`src/rtl/switch_debounce_if.sv`:
```
// switch_debounce_if: pad-side and read-port-side signals of the switch debouncer.
//   master : drives raw pads and the acknowledge (board model / read path)
//   slave  : the debouncer; drives the clean switch word, button level,
//            confirm pulse and sticky confirmation flag
// Signals:
//   sw_raw[N_SW]   asynchronous switch pads
//   btn_raw        asynchronous confirm button pad (high = pressed)
//   confirm_ack    one-cycle clear of the confirmation flag
//   sw_stable      debounced switch word
//   btn_level      debounced button level
//   confirm_pulse  one-cycle pulse on debounced button rising edge
//   confirmation   sticky "pressed since last ack" flag
interface switch_debounce_if #(
    parameter int N_SW = 16
);
    logic [N_SW-1:0] sw_raw;
    logic            btn_raw;
    logic            confirm_ack;
    logic [N_SW-1:0] sw_stable;
    logic            btn_level;
    logic            confirm_pulse;
    logic            confirmation;

    modport master (
        output sw_raw, btn_raw, confirm_ack,
        input  sw_stable, btn_level, confirm_pulse, confirmation
    );

    modport slave (
        input  sw_raw, btn_raw, confirm_ack,
        output sw_stable, btn_level, confirm_pulse, confirmation
    );
endinterface

```
`src/rtl/switch_debounce.sv`:
```
// switch_debounce: conditions the DIP switches and the confirm button for the
// memory-mapped switch read port.
//   raw pads -> SYNC_STAGES-flop synchroniser -> per-bit sample filter on a
//   slow tick -> sw_stable / btn_level; btn_level rising edge -> confirm_pulse
//   -> sticky confirmation flag cleared by confirm_ack.
// Ports:
//   clk  system clock
//   rst  synchronous reset, active-low; clears every flop
//   bus  switch_debounce_if.slave (pads, ack, conditioned outputs)
// Build option:
//   SWITCH_DEBOUNCE_BYPASS_EN - drops the tick counter and filter; outputs are
//   the synchroniser outputs registered once (for fast CPU-level simulation).
module switch_debounce #(
    parameter int N_SW           = 16,
    parameter int SYNC_STAGES    = 2,
    parameter int TICK_CYCLES    = 100000,
    parameter int STABLE_SAMPLES = 4
) (
    input logic           clk,
    input logic           rst,
    switch_debounce_if.slave bus
);
    // Button rides along as the top lane so it shares the switch datapath.
    localparam int W = N_SW + 1;

    logic [SYNC_STAGES-1:0][W-1:0] sync_q;
    logic [W-1:0]                  sync_out;
    logic [W-1:0]                  filt;

    assign sync_out = sync_q[SYNC_STAGES-1];

    always_ff @(posedge clk) begin
        if (!rst) begin
            sync_q <= '0;
        end else begin
            sync_q[0] <= {bus.btn_raw, bus.sw_raw};
            for (int i = 1; i < SYNC_STAGES; i++)
                sync_q[i] <= sync_q[i-1];
        end
    end

`ifdef SWITCH_DEBOUNCE_BYPASS_EN
    always_ff @(posedge clk) begin
        if (!rst) filt <= '0;
        else      filt <= sync_out;
    end
`else
    localparam int CNT_W = (TICK_CYCLES > 1) ? $clog2(TICK_CYCLES) : 1;

    logic [CNT_W-1:0] cnt;
    logic             tick;

    assign tick = (cnt == CNT_W'(TICK_CYCLES - 1));

    // Free-running sample timebase, not restarted by input activity.
    always_ff @(posedge clk) begin
        if (!rst)      cnt <= '0;
        else if (tick) cnt <= '0;
        else           cnt <= cnt + 1'b1;
    end

    for (genvar b = 0; b < W; b++) begin : g_lane
        logic [STABLE_SAMPLES-1:0] hist;
        logic [STABLE_SAMPLES-1:0] hist_next;
        logic                      out_q;

        assign hist_next = {hist[STABLE_SAMPLES-2:0], sync_out[b]};
        assign filt[b]   = out_q;

        // Decide on the post-shift history so a full run of equal samples
        // updates the output on the same edge as the last sample.
        always_ff @(posedge clk) begin
            if (!rst) begin
                hist  <= '0;
                out_q <= 1'b0;
            end else if (tick) begin
                hist <= hist_next;
                if (&hist_next)       out_q <= 1'b1;
                else if (~|hist_next) out_q <= 1'b0;
            end
        end
    end
`endif

    logic btn_level_d;
    logic pulse;
    logic conf;

    always_ff @(posedge clk) begin
        if (!rst) begin
            btn_level_d <= 1'b0;
            pulse       <= 1'b0;
            conf        <= 1'b0;
        end else begin
            btn_level_d <= filt[N_SW];
            pulse       <= filt[N_SW] & ~btn_level_d;
            // Set has priority so a press coinciding with an ack is kept.
            if (pulse)                conf <= 1'b1;
            else if (bus.confirm_ack) conf <= 1'b0;
        end
    end

    assign bus.sw_stable     = filt[N_SW-1:0];
    assign bus.btn_level     = filt[N_SW];
    assign bus.confirm_pulse = pulse;
    assign bus.confirmation  = conf;
endmodule

```
`src/flat_wrapper.sv`:
```
// flat-port wrapper written by rule: the top's interface ports become plain ports
module switch_debounce_flat 
#(
    parameter int N_SW           = 16,
    parameter int SYNC_STAGES    = 2,
    parameter int TICK_CYCLES    = 100000,
    parameter int STABLE_SAMPLES = 4
)
  (clk, rst, bus_sw_raw, bus_btn_raw, bus_confirm_ack, bus_sw_stable, bus_btn_level, bus_confirm_pulse, bus_confirmation);
  switch_debounce_if #(.N_SW(N_SW)) bus_i ();
  input logic clk;
  input logic rst;
  input wire logic [$bits(bus_i.sw_raw)-1:0] bus_sw_raw;
  input wire logic [$bits(bus_i.btn_raw)-1:0] bus_btn_raw;
  input wire logic [$bits(bus_i.confirm_ack)-1:0] bus_confirm_ack;
  output wire logic [$bits(bus_i.sw_stable)-1:0] bus_sw_stable;
  output wire logic [$bits(bus_i.btn_level)-1:0] bus_btn_level;
  output wire logic [$bits(bus_i.confirm_pulse)-1:0] bus_confirm_pulse;
  output wire logic [$bits(bus_i.confirmation)-1:0] bus_confirmation;
  assign bus_i.sw_raw = bus_sw_raw;
  assign bus_i.btn_raw = bus_btn_raw;
  assign bus_i.confirm_ack = bus_confirm_ack;
  assign bus_sw_stable = bus_i.sw_stable;
  assign bus_btn_level = bus_i.btn_level;
  assign bus_confirm_pulse = bus_i.confirm_pulse;
  assign bus_confirmation = bus_i.confirmation;
  switch_debounce #(.N_SW(N_SW), .SYNC_STAGES(SYNC_STAGES), .TICK_CYCLES(TICK_CYCLES), .STABLE_SAMPLES(STABLE_SAMPLES)) u_core (.clk(clk), .rst(rst), .bus(bus_i));
endmodule
```
`config.mk`:
```
export PLATFORM = sky130hd
export DESIGN_NAME = switch_debounce_flat
export DESIGN_NICKNAME = d
export VERILOG_FILES = /design/src/rtl/switch_debounce_if.sv /design/src/rtl/switch_debounce.sv /design/src/flat_wrapper.sv
export SDC_FILE = /design/constraint.sdc
export NUM_CORES = 1
export LEC_CHECK = 0
export BUFFER_PORTS_ARGS = -buffer_cell sky130_fd_sc_hd__buf_2
export CORE_MARGIN = 2
export CORE_UTILIZATION = 58
export CTS_BUF_LIST = sky130_fd_sc_hd__clkbuf_8
export DETAILED_ROUTE_END_ITERATION = 7
export PLACE_DENSITY = 0.78
export SYNTH_ARGS = -nofsm -noshare
export SYNTH_HDL_FRONTEND = slang
export SYNTH_SLANG_ARGS = --single-unit
export TNS_END_PERCENT = 1
```
`constraint.sdc`:
```
create_clock -name clk -period 4.35 [get_ports clk]
set_clock_uncertainty 0.05 [all_clocks]
set_input_delay 0.2175 -clock clk [delete_from_list [all_inputs] [get_ports clk]]
set_output_delay 0.2175 -clock clk [all_outputs]
set_load 0.02 [all_outputs]
```
# After elaboration in Yosys (flattened, before gate mapping)
# Index checks and enable logic that the tools add are counted.
[classes]
muxes = 36
addsub = 1
n_eq_ne = 18
multipliers = 0
div = 0
bitwise_logic = 3
order_cmp = 0
reduce_logical = 53
shifts = 0
[ops]
columns = ["operator", "count"]
rows = [
  ["AND reduction 4 bit", 17],
  ["OR reduction 4 bit", 17],
  ["2-to-1 mux 1 bit", 36],
  ["inequality test 2 x 1 -> 1 bit, second input constant", 17],
  ["AND reduction 2 bit", 17],
  ["adder 17 x 1 -> 17 bit, second input constant", 1],
  ["equality test 17 bit, second input constant", 1],
  ["inverter 1 bit", 2],
  ["nonzero test 2 bit", 1],
  ["OR reduction 2 bit", 1],
  ["bitwise AND 1 bit", 1],
]
[totals]
ramBits = 0
latch_bits = 0
mem_bits_ro = 0
regBits = 122
n_memories = 0
output_inout_bits = 19
in_bits = 20

# Longest topological paths before layout
[depth]
word_depth = 3
depth_mapped = 9
depth_no_buf = 5

# Least setup slack after synthesis
# OpenSTA, ideal clock, no wires.
[synth_timing]
kind = "reg-to-reg"
start = "reg u_core.cnt[0]"
end = "reg u_core.cnt[1]"
t_arrival_ns = 1.557
path_buffers = 3
path_slack_ns = 2.627
setup_ns = 0.116
path_stages_with_launch = 8
path_cell_list = "dfxtp_1 ha_1 and4_1 buf_4 nand4_1 buf_2 buf_6 and3_1"
[synth_via]
elab_chain_cells = 2
[synth_rtl]
columns = ["element", "line", "rtl"]
rows = [
  ["from (decl)", "switch_debounce.sv:50", "logic [CNT_W-1:0] cnt;"],
  ["from (signal assigned)", "switch_debounce.sv:59", "else cnt <= cnt + 1'b1;"],
  ["branches (longest 2 deep; another with adder 17 x 1 -> 17 bit)", "-", ""],
]
# Parallel ways; which one is timed is not known.
# A chain may end at the register's enable or synchronous reset.

# Worst setup path after layout
[layout_timing]
start = "reg u_core.cnt[0]"
end = "reg u_core.g_lane[16].hist[1]"
[layout_via]
elab_chain_cells = 1
[layout_rtl]
columns = ["element", "line", "rtl"]
rows = [
  ["equality test 17 bit", "switch_debounce.sv:53", "assign tick = (cnt == CNT_W'(TICK_CYCLES - 1));"],
  ["to (signal assigned)", "switch_debounce.sv:77", "hist <= hist_next;"],
  ["to (decl)", "switch_debounce.sv:63", "logic [STABLE_SAMPLES-1:0] hist;"],
]
# No other way between the ends.

==> reports/results.txt <==
post-synthesis cell count -> 513
Routability Congestion -> 0.8345
sequential share of power -> 52.0%
PwrDens -> 411.6 nW/um^2
WL/cell -> 11.96 um
cell family with most CP delay -> simple AND/OR/NAND/NOR gates
fin area -> 5339 sq um
Net count, final -> 565
WP depth -> 6
R2R setup slack -> 1790 ps
Yosys top cell by area -> dfxtp_1
DP Area -> 4766 sq um
Comb power frac -> 2.6%
proportion of layout cells with a drive suffix above 1 -> 13.46%
Post-Syn Area -> 4712 sq um
# setup viols final -> 0
Ys Warns -> 0
Worst path max stage delay -> 950 ps
Clock Path Buffers -> 2
Final Power -> 2197 uW
CP max stage cell -> and4_2
leakage power -> 0.001945 uW
status -> finished, final reports clean
initial antenna violation count -> 0
synth cell count leaders -> dfxtp_1, nand2_1, a21boi_0, and2_1, nor2_1
Switching Share -> 20.76%
Slew Limit Fails -> 0
RSZ-0062 raised after global routing -> no
Clock power frac -> 45.3%
pre-CTS setup slack -> 1840 ps
async set-reset flop share out of synthesis -> 0%
min-delay worst type -> in -> reg
Total Wirelength -> 7884 um
cell internal pwr -> 1741 uW
number of port buffers -> 38
Yosys top cell area share -> 51.83%
Required @ worst endpoint -> 4640 ps
Sequential Area -> 2442 sq um
most frequent cell after synthesis -> dfxtp_1
P_sw -> 456.1 uW
Final Core Density -> 68.38%
antenna diode count -> 0
Ports -> 39
reg2reg start -> u_core.cnt[0]
Crit Path Max Fanout -> 57
Final Worst Setup Slack -> 1791 ps
Post-DRT Antenna Nets -> 0
number of global-route vias before repair -> 3239
worst skew pair latency -> 420 ps
Final Hold Violating Endpoints -> 0
total nets after synthesis -> 534
die width -> 94.14 um
Final TNS setup -> 0 ps
initial DRC count -> 98
clk sinks -> 122
CP Cell Sequence -> ha_1 -> and4_1 -> and4_2 -> buf_4 -> nand2_1 -> a21boi_0
first-pass GRT wire length -> 13600 um
Final period util -> 58.83%
largest net degree at the start of global routing -> 70
Initial Util -> 60.35%
Area growth syn-to-layout -> 13.30%
worst vdd ir -> 0.0002463 V
via count -> 3478
area occupied by multi-input gates -> 1972 sq um
r2r worst-path depth -> 6
H-tree Lvls -> 4
worst path buffer plus inverter count -> 1
fillcell total -> 627
post-synth cell types -> 29
Syn Area/Cell -> 9.185 sq um
core area -> 7807 sq um
Max Clock Freq -> 0.3908 GHz
sequential fraction of the synthesis area -> 51.83%
row count -> 32
CTS tree -> built
top post-synthesis cells by area -> dfxtp_1, nand2_1, a21boi_0, and2_1, nand4_1
CP Capture Type -> register
Detailed Routing Iterations Pass 1 -> 4
Global Route Usage Sum -> 19.49%
Main synth FF type -> dfxtp_1
Max Cap Viol -> 0
DP HPWL -> 4809 um
min cycle time layout -> 2559 ps
startpoint types -> register
die area -> 8861 sq um
Crit Reg-Reg Endpoint -> u_core.g_lane[16].hist[1]
Residual DRC -> 0
Die Height -> 94.14 um
vias per cell -> 5.278
Setup crit start -> u_core.cnt[0]
number of synthesized flops with an enable pin -> 0
CTS Root Cell -> clkbuf_8
GR Overflow Total -> 0
Worst EP arrival -> 2850 ps
worst-margin pin slew -> 1015 ps
synthesized flop and latch total -> 122
clock-pin transition on the worst setup and hold timing paths -> 60 ps
worst relative slew slack -> 32.35%
worst setup path end -> u_core.g_lane[16].hist[1]
CTS Buf Count -> 17
Setup Crit Path Kind -> reg -> reg
layout by cell type, fill, tap and decap left out, types with 2 or more instances in the layout:
cell	n
buf_4	4
and3_1	3
bufinv_16	3
nor3_1	2
nor2_1	29
dfxtp_1	122
clkbuf_8	18
inv_1	2
o31ai_1	2
clkinv_2	6
nor2b_1	2
clkinvlp_4	3
nand4_1	26
nand3_1	4
a21boi_0	47
o21a_1	17
buf_2	38
nor4_1	20
or4_1	2
xor2_1	6
xnor2_1	7
and2_1	38
a21oi_1	2
nand2_1	109
a21boi_1	20
dlygate4sd3_1	17
stage by stage:
step,std cells,hold WS (ps)
finish,659,54.43
global route,659,35.89
CTS,659,29.11
detailed placement,610,331.3
global placement,610,320.2
floorplan,513,294.8
worst min-delay path by stage:
stage,startpoint,end,slack [ps],depth (start not counted)
final,bus_confirm_ack,u_core.bus.confirmation,50,3
after floorplan,bus_sw_raw[0],u_core.sync_q[0],290,1
after detailed placement,u_core.btn_level_d,u_core.bus.confirm_pulse,330,1
after global routing,bus_confirm_ack,u_core.bus.confirmation,40,3
after CTS,bus_confirm_ack,u_core.bus.confirmation,30,3
after global placement,u_core.btn_level_d,u_core.bus.confirm_pulse,320,1
state kept, by name, indices dropped and copies added (netlist names):
name and count:
u_core.btn_level_d 1, u_core.bus.btn_level 1, u_core.bus.confirm_pulse 1, u_core.bus.confirmation 1, u_core.cnt 17, u_core.g_lane.hist 51, u_core.g_lane.out_q 16, u_core.sync_out 17
u_core.sync_q 17
power by group through the flow:
stage / clock network (uW) / registers, uW / logic (uW)
final: 996 / 1140 / 58.0
after floorplan: 0 / 1160 / 34.7
after global routing: 1080 / 1140 / 65.2
after global placement: 0 / 1170 / 46.0
after detailed placement: 0 / 1170 / 46.9
after CTS: 1020 / 1140 / 58.7
what timing repair did:
item                                    4_1_cts  5_1_grt
endpoints found under the hold margin        17        0
endpoints found under the setup margin        0        0
setup buffers                                 0        0
hold buffers                                 17        0
gates resized for setup                       0        0
worst min-delay path: stages:
cell     delay [ps]
buf_2            80
nor2b_1          30
o21a_1          150
cell families (layout without fill, tap and decap cells):
kind of cell               after synthesis  in the layout  share of synthesized area [%]
AOI/OAI and AO/OA                       89             89                          14.10
DFF                                    122            122                          51.83
xor gates and xnor gates                13             13                          2.416
and+or+nand+nor                        240            240                          25.04
adders and majority gates                1              1                         0.2655
buffers and inverters                   48             92                          6.346
layer usage:
| layer | vias to the layer above | global-route usage [%] | wire length, um |
|---|---|---|---|
| met5 | - | 0 | 0 |
| met4 | 0 | 8.333 | 99 |
| met3 | 13 | 6.661 | 284 |
| met2 | 45 | 33.69 | 3858 |
| met1 | 1632 | 21.72 | 3642 |
| li1 | 1788 | - | - |
layout make-up:
type	count	area share [%]
inverters	1	0.07031
flip-flops and latches	122	45.75
repair buffers	59	7.312
clock buffers	18	4.640
multi-input cells	343	36.93
well taps	102	2.390
clock inverters	14	2.906
Note: power is estimated with default switching activity, not from simulation.
